### src/rtl/fetch_stage.sv
// fetch_stage
//
// Instruction-fetch stage of the LEGv8 datapath. Holds the 64-bit PC, issues
// one word request at a time to instruction memory over a valid/ready
// handshake, and presents each fetched instruction together with its PC in a
// single-entry IF/ID slot. Taken branches redirect the PC to
// br_pc + (br_offset << 2) and squash whatever is in flight.
//
// Ports
//   clk              in   rising-edge clock
//   reset_n          in   asynchronous active-low reset
//   imem_req_valid   out  fetch request valid (decoded from registered state)
//   imem_req_ready   in   memory accepts the request this cycle
//   imem_addr        out  byte address of the request (the registered PC)
//   imem_resp_valid  in   instruction word returned
//   imem_resp_data   in   instruction word
//   id_valid         out  IF/ID slot holds an instruction
//   id_ready         in   decode consumes the slot this cycle
//   id_instruction   out  instruction held in the slot
//   id_pc            out  address of id_instruction
//   br_taken         in   redirect request (one-cycle pulse)
//   br_pc            in   PC of the taken branch
//   br_offset        in   sign-extended word offset of the branch

module fetch_stage #(
    parameter logic [63:0] RESET_PC = 64'h0
) (
    input  logic        clk,
    input  logic        reset_n,
    output logic        imem_req_valid,
    input  logic        imem_req_ready,
    output logic [63:0] imem_addr,
    input  logic        imem_resp_valid,
    input  logic [31:0] imem_resp_data,
    output logic        id_valid,
    input  logic        id_ready,
    output logic [31:0] id_instruction,
    output logic [63:0] id_pc,
    input  logic        br_taken,
    input  logic [63:0] br_pc,
    input  logic [63:0] br_offset
);

    typedef enum logic [2:0] {
        IDLE,
        FETCH,
        WAIT,
        FULL,
        DRAIN
    } state_e;

    state_e      state_q, state_d;
    logic [63:0] pc_q, pc_d;
    logic        idValid_q, idValid_d;
    logic [31:0] idInstr_q, idInstr_d;
    logic [63:0] idPc_q, idPc_d;

    logic [63:0] brTarget;
    logic        reqOutstanding;

    // Branch offsets count words; shifting the full 64-bit value truncates
    // the top two bits, which is the intended wrap-around behaviour.
    assign brTarget = br_pc + (br_offset << 2);

    // A request is still owed a response after this edge if we are waiting
    // without one, draining without one, or a fresh request is accepted now.
    assign reqOutstanding = ((state_q == WAIT)  && !imem_resp_valid) ||
                            ((state_q == DRAIN) && !imem_resp_valid) ||
                            ((state_q == FETCH) && imem_req_ready);

    // Next-state logic. The normal flow runs first; a redirect then overrides
    // the PC, squashes the slot and discards any same-cycle response.
    always_comb begin
        state_d   = state_q;
        pc_d      = pc_q;
        idValid_d = idValid_q;
        idInstr_d = idInstr_q;
        idPc_d    = idPc_q;

        case (state_q)
            IDLE: begin
                state_d = FETCH;
            end
            FETCH: begin
                if (imem_req_ready) begin
                    state_d = WAIT;
                end
            end
            WAIT: begin
                if (imem_resp_valid) begin
                    idInstr_d = imem_resp_data;
                    idPc_d    = pc_q;
                    idValid_d = 1'b1;
                    pc_d      = pc_q + 64'd4;
                    state_d   = FULL;
                end
            end
            FULL: begin
                if (id_ready) begin
                    idValid_d = 1'b0;
                    state_d   = FETCH;
                end
            end
            DRAIN: begin
                if (imem_resp_valid) begin
                    state_d = FETCH;
                end
            end
            default: begin
                state_d = IDLE;
            end
        endcase

        if (br_taken && (state_q != IDLE)) begin
            pc_d      = brTarget;
            idValid_d = 1'b0;
            idInstr_d = idInstr_q;
            idPc_d    = idPc_q;
            state_d   = reqOutstanding ? DRAIN : FETCH;
        end
    end

    // State and slot registers, cleared immediately on reset.
    always_ff @(posedge clk or negedge reset_n) begin
        if (!reset_n) begin
            state_q   <= IDLE;
            pc_q      <= RESET_PC;
            idValid_q <= 1'b0;
            idInstr_q <= 32'h0;
            idPc_q    <= 64'h0;
        end else begin
            state_q   <= state_d;
            pc_q      <= pc_d;
            idValid_q <= idValid_d;
            idInstr_q <= idInstr_d;
            idPc_q    <= idPc_d;
        end
    end

    assign imem_req_valid = (state_q == FETCH);
    assign imem_addr      = pc_q;
    assign id_valid       = idValid_q;
    assign id_instruction = idInstr_q;
    assign id_pc          = idPc_q;

endmodule

### config.mk
export PLATFORM = sky130hd
export DESIGN_NAME = fetch_stage
export DESIGN_NICKNAME = d
export VERILOG_FILES = /design/src/rtl/fetch_stage.sv
export SDC_FILE = /design/constraint.sdc
export NUM_CORES = 1
export LEC_CHECK = 0
export CAP_MARGIN = 20
export CORE_UTILIZATION = 52
export DETAILED_ROUTE_END_ITERATION = 10
export GPL_TIMING_DRIVEN = 0
export PLACE_DENSITY = 0.87
export REMOVE_ABC_BUFFERS = 1
export SYNTH_ARGS = -nofsm -noshare
export SYNTH_HDL_FRONTEND = slang
export SYNTH_SLANG_ARGS = --single-unit
### constraint.sdc
create_clock -name clk -period 4.1 [get_ports clk]
set_input_delay 1.025 -clock clk [delete_from_list [all_inputs] [get_ports clk]]
set_output_delay 1.025 -clock clk [all_outputs]
set_load 0.02 [all_outputs]
==> impl_metrics.tcl, run 1 <==
set metrics [dict create \
    nFillCells 1504 \
    syn_area_per_cell_um2 8.00 \
    drive_gt1_share_pct 5.35 \
    layout_commonest_cell "nand2_1" \
    gp_congestion 0.944 \
    n_antenna_cell 0 \
    wl_per_cell_um 17.7 \
    grt_use_total_pct 31.5 \
    tightest_slew_ns 0.924 \
    ys_async_sr_fraction_pct 100 \
    power_w 0.00959 \
    viasPerCell 5.75 \
    min_period_ns 4.02 \
    synthCells 1372 \
    drtIter0Drc 789 \
    max_clock_freq_ghz 0.249 \
    cp.arrival_ns 4.32 \
    drc 0 \
    grt_antenna_before_repair 0 \
    rows 52 \
    status "completed" \
    period_share_pct 97.9 \
    setup_tns_ns 0 \
    seq_area_frac_synth_pct 37.4 \
    end_kind "register" \
    required_ns 4.40 \
    start_util_pct 53.7 \
    cts.sinks 164 \
    cts_tree "done" \
    path_class "input pin to register" \
    power_leakage_nw 6.81 \
    maxCapViolations 0 \
    die_x_um 147 \
    ctsHtreeMaxLevel 4 \
    slew_viol_final 0 \
    pin_count 328 \
    clock_latency_ns 0.43 \
    max-slew-margin-rel_pct 38.2 \
    synth-main-ff-cell "dfrtp_1" \
    hold_viol_final 0 \
    most-common-layout-cells "nand2_1, clkdlybuf4s50_1, dfrtp_1" \
    path_clk_slew_ns 0.07 \
    yosys_warnings 0 \
    dieArea_um2 21700 \
    port_buffers 325 \
    setup_viol 0 \
    final_nets 1899 \
    skew_ns 0.0102 \
    postCtsHoldBufs 0 \
    syn_area_um2 11000 \
    power_density_nw_per_um2 625 \
    grt_max_degree 108 \
    synth_seq_cells 164 \
    synthDistinctLibCells 73 \
    num_vias 11200 \
    ir_drop_mv 0.325 \
    critPathLaunchType "input pin" \
    grt_pass1_wl_mm 54.6 \
    clock_path_buffers 2 \
    clock-root-buffer "clkbuf_16" \
    grt_pass1_vias 10700 \
    syn_to_final_growth_pct 39.7 \
    cts_buffers 17 \
    overflow 0 \
    synth-edff-count 0 \
    antenna_left 0 \
    finalWirelength_mm 34.5 \
    dr.pass1.iters 5 \
    cp_max_fo 4 \
    fp.coreArea_um2 20400 \
    hp-class "register to register" \
    die_h_um 147 \
    dp.final_hpwl_mm 26.2 \
]
synthesized netlist by cell type, drive strengths merged (3+ instances only):
cell	count	share of area, %
a21boi	5	0.34
xnor2	70	5.6
and4	9	0.72
nor4	4	0.23
dfrtp	164	37
nor3b	3	0.25
o22ai	10	0.57
nand3b	4	0.27
a21oi	94	4.3
a221oi	3	0.40
ha	62	7.1
clkbuf	56	1.9
nand4	33	1.9
a21o	32	2.2
nand2	412	14
xor2	31	2.5
o221ai	5	0.40
or3b	3	0.24
nor3	18	0.82
o21bai	11	0.75
o21a	8	0.55
nor2	66	2.3
a211o	3	0.24
or3	5	0.29
nand2b	9	0.51
a31oi	5	0.34
or2	5	0.29
a2111oi	3	0.41
nor2b	7	0.40
buf	7	0.26
inv	25	0.86
o31ai	10	0.99
nand3	45	2.1
and2	6	0.34
a311oi	3	0.30
and3	17	0.97
a211oi	12	0.91
o21ai	83	4.0
per-layer routing:
layer | wire length [µm] | track usage (%) | share of wire, % | up-vias
met5 | 0 | 0 | 0 | -
met1 | 14600 | 41.1 | 42 | 5312
met4 | 1180 | 13.0 | 3.4 | 0
met3 | 2180 | 4.60 | 6.3 | 80
met2 | 16600 | 52.2 | 48 | 488
li1 | - | - | - | 5341
path summary, 6_finish.rpt:
kind / to / slack, ns / startpoint / cells past startpoint
setup / recovery: imem_addr[30] / 0.08 / br_offset[3] / 12
hold / removal: id_pc[20] / 0.47 / id_pc[20] / 2
setup reg to reg: imem_addr[41] / 0.79 / state_q[2] / 11
hold reg to reg: id_pc[20] / 0.47 / id_pc[20] / 2
max in group asynchronous: id_pc[28] / 2.71 / reset_n / 2
min in group asynchronous: id_instruction[27] / 0.51 / reset_n / 1
cell type report:
class	count	area, µm²	share of cell area [%]
multi-input cells	1120	6670	43.5
flip-flops and latches	164	4100	26.8
repair buffers	342	3540	23.1
clock buffers	17	425	2.78
well taps	270	338	2.20
clock inverters	15	150	0.980
inverters	25	93.8	0.612
state kept, by name (all words and copies together), names as in the netlist:
| register | count |
|---|---|
| id_pc | 64 |
| imem_addr | 64 |
| id_instruction | 32 |
| state_q | 3 |
| id_valid | 1 |
power by group:
part	total, W	switching, W	leakage, nW	internal (W)
Clock	0.00159	0.000770	0.278	0.000818
Sequential	0.00321	0.000842	2.06	0.00237
Combinational	0.00478	0.00254	4.47	0.00224
critical path, stage by stage:
cell             delay [ns]
clkdlybuf4s50_1        0.45
ha_4                   0.31
o21ai_1                0.10
o21ai_1                0.15
or3b_4                 0.43
or4_4                  0.56
a2111oi_4              0.48
o31ai_4                0.14
o21bai_1               0.17
a21oi_1                0.10
xor2_1                 0.29
a21oi_1                0.10
logic make-up (layout without fill, tap and decap cells):
family / after synthesis / count (layout) / share of synthesized area (%)
compound gates: 304 / 304 / 18.1
xor+xnor: 101 / 101 / 8.06
fa+ha+maj: 63 / 63 / 7.25
buf+inv: 88 / 399 / 3.03
flops: 164 / 164 / 37.4
mux: 2 / 2 / 0.182
simple gates: 650 / 650 / 26.0
timing repair:
| item | CTS | global route |
|---|---|---|
| pin swaps | 2 | 12 |
| endpoints found under the setup margin | 3 | 14 |
| buffers inserted | 2 | 5 |
| endpoints found under the hold margin | 0 | 0 |
| resized for setup | 1 | 19 |
stage by stage:
step / area, µm² / util (%) / setup slack [ns] / hold slack [ns] / cells
floorplan: 10700 / - / -1.29 / 0.523 / 1309
global placement: 14300 / 70.1 / -4.73 / 0.456 / 1904
detailed placement: 14600 / 71.4 / -0.518 / 0.461 / 1914
CTS: 15200 / 74.3 / 0.0298 / 0.478 / 1948
global route: 15300 / 75.0 / -0.0126 / 0.493 / 1953
finish: 15300 / 75.0 / 0.0845 / 0.475 / 1953
Power figures use the tool's default switching activity.
==> run 2, diff against run 1 <==
==> constraint.sdc (replaced) <==
create_clock -name clk -period 4.7 [get_ports clk]
set_input_delay 1.175 -clock clk [delete_from_list [all_inputs] [get_ports clk]]
set_output_delay 1.175 -clock clk [all_outputs]
set_load 0.02 [all_outputs]
==> impl_metrics.tcl, run 2 (synthesis gave the netlist of run 1 again) <==
set metrics [dict create \
    syn_to_final_growth_pct 38.2 \
    viasPerCell 5.74 \
    max-slew-margin-rel_pct 38.4 \
    utilization_pct 74.2 \
    cts.sinks 164 \
    dp.final_hpwl_mm 26.2 \
    p_sw_w 0.00361 \
    slowest_stage "clkdlybuf4s50_1" \
    hold_viol_final 0 \
    drtIter0Drc 769 \
    ir_drop_mv 0.282 \
    comb_power_share_pct 49.7 \
    period_share_pct 93.8 \
    ctsHtreeMaxLevel 4 \
    clkPwrFrac_pct 16.6 \
    place_inst 1914 \
    start_util_pct 53.7 \
    cts_buffers 17 \
    cp-endpoint "imem_addr[55]" \
    rr_worst_depth 11 \
    timing.rr.end "imem_addr[41]" \
    power_w 0.00833 \
    dieArea_um2 21700 \
    dr.pass1.iters 5 \
    nFillCells 1531 \
    postCtsSetupBuffers 0 \
    min_period_ns 4.41 \
    finalWirelength_mm 34.0 \
    clock-root-buffer "clkbuf_16" \
    grt_antenna_before_repair 0 \
    clock_latency_ns 0.43 \
    seqPwrFrac_pct 33.7 \
    tightest_slew_ns 0.920 \
    path_class "input pin to register" \
    path_clk_slew_ns 0.07 \
    grt_pass1_vias 10700 \
    required_ns 5.00 \
    crit_family "compound AO/OA/AOI/OAI gates" \
    cts_tree "done" \
    pin_count 328 \
    slew_viol_final 0 \
    num_vias 11200 \
    crit_path_cell_trace "clkdlybuf4s50_1 > ha_1 > a211o_1 > a211o_1 > a221oi_4 > nand3b_1 > a41oi_1 > a211oi_2 > o21ai_1 > a31oi_1 > xor2_1 > o21ai_1" \
    hold_start "id_pc[20]" \
    skew_ns 0.00999 \
    layout_commonest_cell "nand2_1" \
    reg2reg_slack_ns 1.40 \
    port_buffers 325 \
    critPathLaunchType "input pin" \
    grt_max_degree 108 \
    power_density_nw_per_um2 550 \
    crit_buf_inv 1 \
    fin_cells 1946 \
    grt_setup_unrepaired "no" \
    clock_path_buffers 2 \
    postCtsHoldBufs 0 \
    end_kind "register" \
    drive_gt1_share_pct 4.36 \
    wl_per_cell_um 17.5 \
    die_h_um 147 \
    cp.arrival_ns 4.71 \
    overflow 0 \
    regToRegStartpoint "state_q[2]" \
    worst-path-stages 12 \
    critPathLaunch "br_pc[3]" \
    power_leakage_nw 6.73 \
    maxCapViolations 0 \
    grt_use_total_pct 31.4 \
    status "completed" \
    n_antenna_cell 0 \
    cp_max_fo 5 \
    most-common-layout-cells "nand2_1, clkdlybuf4s50_1, dfrtp_1" \
    final_nets 1892 \
    gp_congestion 0.944 \
    max_clock_freq_ghz 0.227 \
    setup_viol 0 \
    post_cts_resized 0 \
    antenna_left 0 \
    hold_slack_ns 0.476 \
    fp.coreArea_um2 20400 \
    drc 0 \
    p_int_w 0.00472 \
    grt_pass1_wl_mm 54.4 \
    sw_frac_of_total_pct 43.3 \
    die_x_um 147 \
    slowest_delay_ns 0.46 \
    rows 52 \
    hp-class "register to register" \
]
[run 2: layer usage]
metal  vias to the layer above  track usage, %  wire [µm]
met1                      5322            41.1      14400
met2                       451            51.9      16400
met5                         -               0          0
met4                         0            13.0       1140
li1                       5328               -          -
met3                        75            4.60       2140
[run 2: stage by stage]
stage | area (µm²) | setup TNS (ns) | setup slack [ns]
after floorplan | 10700 | -47.05 | -0.838
after global placement | 14300 | -1124.80 | -4.28
after detailed placement | 14600 | -0.107 | -0.0683
after CTS | 15200 | 0 | 0.355
after global routing | 15200 | 0 | 0.170
final | 15200 | 0 | 0.293
[run 2: final cells by class]
type	count	area [µm²]	share of cell area [%]
multi-input combinational	1120	6570	43.3
sequential	164	4100	27.1
timing repair buffer	335	3480	23.0
clock buffer	17	425	2.81
tap	270	338	2.23
clock inverter	15	150	0.991
inverter	25	93.8	0.619
[run 2: how the worst min path moves through the flow]
stage | endpoint | slack (ns) | depth (start not counted)
after detailed placement | id_pc[20] | 0.46 | 2
after global routing | id_instruction[20] | 0.49 | 2
after floorplan | state_q[1] | 0.52 | 1
final | id_pc[20] | 0.48 | 2
after global placement | id_instruction[5] | 0.46 | 2
after CTS | id_pc[20] | 0.48 | 2
[run 2: power groups by stage]
stage                     Sequential (W)  Clock, W  Combinational (W)
after floorplan                  0.00345         0            0.00130
after global placement           0.00275         0            0.00400
after detailed placement         0.00279         0            0.00412
after CTS                        0.00278   0.00139            0.00415
after global routing             0.00288   0.00145            0.00442
final                            0.00280   0.00139            0.00414
[run 2: tightest hold or removal path, cell delays in order (launching register included)]
cell and delay [ns]:
dfrtp_1 0.34, nand2_1 0.05, nand2_1 0.06
==> run 3, diff against run 2 <==
--- a/config.mk
+++ b/config.mk
@@ -6,6 +6,7 @@
 export NUM_CORES = 1
 export LEC_CHECK = 0
 export CAP_MARGIN = 20
+export CORE_ASPECT_RATIO = 0.75
 export CORE_UTILIZATION = 52
 export DETAILED_ROUTE_END_ITERATION = 10
 export GPL_TIMING_DRIVEN = 0
==> impl_metrics.tcl, run 3 (synthesis gave the netlist of run 1 again) <==
set metrics [dict create \
    place_area_um2 14600 \
    path_clk_slew_ns 0.07 \
    grt_max_degree 113 \
    drc 0 \
    use_met3_pct 6.95 \
    setup_viol 0 \
    grt_setup_unrepaired "no" \
    required_ns 5.00 \
    grt-busiest-layer "met2" \
    crit_family "compound AO/OA/AOI/OAI gates" \
    period_share_pct 94.1 \
    reg2reg_slack_ns 0.98 \
    max_clock_freq_ghz 0.226 \
    tightest_slew_ns 0.805 \
    grt_pass1_wl_mm 56.2 \
    grtUsageMet2_pct 52.4 \
    path_class "input pin to register" \
    clock-root-buffer "clkbuf_16" \
    syn_to_final_growth_pct 38.4 \
    nFillCells 1516 \
    ctsHtreeMaxLevel 4 \
    cts.sinks 164 \
    most-common-layout-cells "nand2_1, clkdlybuf4s50_1, dfrtp_1" \
    final_nets 1892 \
    pin_count 328 \
    layout_commonest_cell "nand2_1" \
    slew_viol_final 0 \
    finalWirelength_mm 35.9 \
    cp.arrival_ns 4.73 \
    start_util_pct 53.7 \
    post_cts_resized 0 \
    cts_buffers 17 \
    ir_drop_mv 0.285 \
    skew_ns 0.00947 \
    fin_cells 1958 \
    setup_tns_ns 0 \
    critPathLaunchType "input pin" \
    clock_path_buffers 2 \
    power_leakage_nw 6.74 \
    postCtsSetupBuffers 0 \
    slowest_stage "a221oi_4" \
    n_antenna_cell 0 \
    crit_path_cell_trace "clkdlybuf4s50_1 > ha_1 > a211o_1 > a211o_1 > a221oi_4 > nand3b_1 > a41oi_1 > a211oi_2 > o21ai_1 > a31oi_1 > xor2_1 > o21ai_1" \
    dp.final_hpwl_mm 27.4 \
    port_buffers 325 \
    rows 45 \
    postCtsHoldBufs 0 \
    place_inst 1926 \
    status "completed" \
    gp_congestion 0.937 \
    cts_tree "done" \
    dr.pass1.iters 5 \
    grt_pass1_vias 10900 \
    clock_latency_ns 0.43 \
    drive_gt1_share_pct 4.36 \
    design_area_um2 15200 \
    hp-class "register to register" \
    fp.coreArea_um2 20400 \
    max-slew-margin-rel_pct 45.8 \
    crit_buf_inv 1 \
    antenna_left 0 \
    num_vias 11400 \
    dieArea_um2 21700 \
    die_h_um 128 \
    maxCapViolations 0 \
    die_x_um 170 \
    overflow 0 \
    cp_max_fo 5 \
    end_kind "register" \
    grt_use_total_pct 33.0 \
    min_period_ns 4.42 \
    drtIter0Drc 903 \
    slowest_delay_ns 0.48 \
    hold_viol_final 0 \
    wl_per_cell_um 18.3 \
    power_w 0.00841 \
    grt_antenna_before_repair 1 \
    viasPerCell 5.84 \
    power_density_nw_per_um2 554 \
    use_met1_pct 44.7 \
]
[run 3: routing by layer]
metal  vias to the layer above  wire, µm
met1                      5385     15200
met5                         -         0
met3                        68      3620
li1                       5336         -
met2                       639     16100
met4                         0       954
[run 3: layout make-up]
cell class / instances / area, µm² / share of cell area (%)
Inverter: 25 / 93.8 / 0.618
Multi-Input combinational cell: 1120 / 6570 / 43.2
Timing Repair Buffer: 335 / 3480 / 22.9
Tap cell: 282 / 353 / 2.32
Clock inverter: 14 / 150 / 0.989
Clock buffer: 18 / 439 / 2.89
Sequential cell: 164 / 4100 / 27.0
[run 3: through the flow]
stage          util [%]  setup WS [ns]  hold slack [ns]
6_report           74.3          0.276            0.474
3_3_place_gp       70.2          -4.23            0.457
4_1_cts            74.3          0.408            0.477
5_1_grt            74.3          0.183            0.494
3_5_place_dp       71.4        -0.0392            0.461
2_1_floorplan         -         -0.838            0.523
[run 3: worst paths after layout]
kind	startpoint	end	cells after the start
setup / recovery	br_pc[3]	imem_addr[55]	12
hold / removal	id_instruction[0]	id_instruction[0]	2
setup reg to reg	imem_addr[2]	imem_addr[63]	9
hold reg to reg	id_instruction[0]	id_instruction[0]	2
max in group asynchronous	reset_n	imem_addr[26]	2
min in group asynchronous	reset_n	id_instruction[0]	1
[run 3: report_power, final]
| part | switching [W] | leakage [nW] | internal [W] |
|---|---|---|---|
| combinational | 0.00227 | 4.39 | 0.00194 |
| sequential | 0.000735 | 2.06 | 0.00207 |
| clock | 0.000595 | 0.283 | 0.000802 |
| total | 0.00360 | 6.74 | 0.00481 |
[run 3: worst register-to-register path, stage by stage (launching register included)]
cell	delay, ns
dfrtp_1	0.48
and3_1	0.26
and4_1	0.35
nand4_1	0.33
nor4_1	0.77
nand2_1	0.23
nor2_1	0.18
xor2_1	0.34
o21ai_0	0.12
a211oi_1	0.47
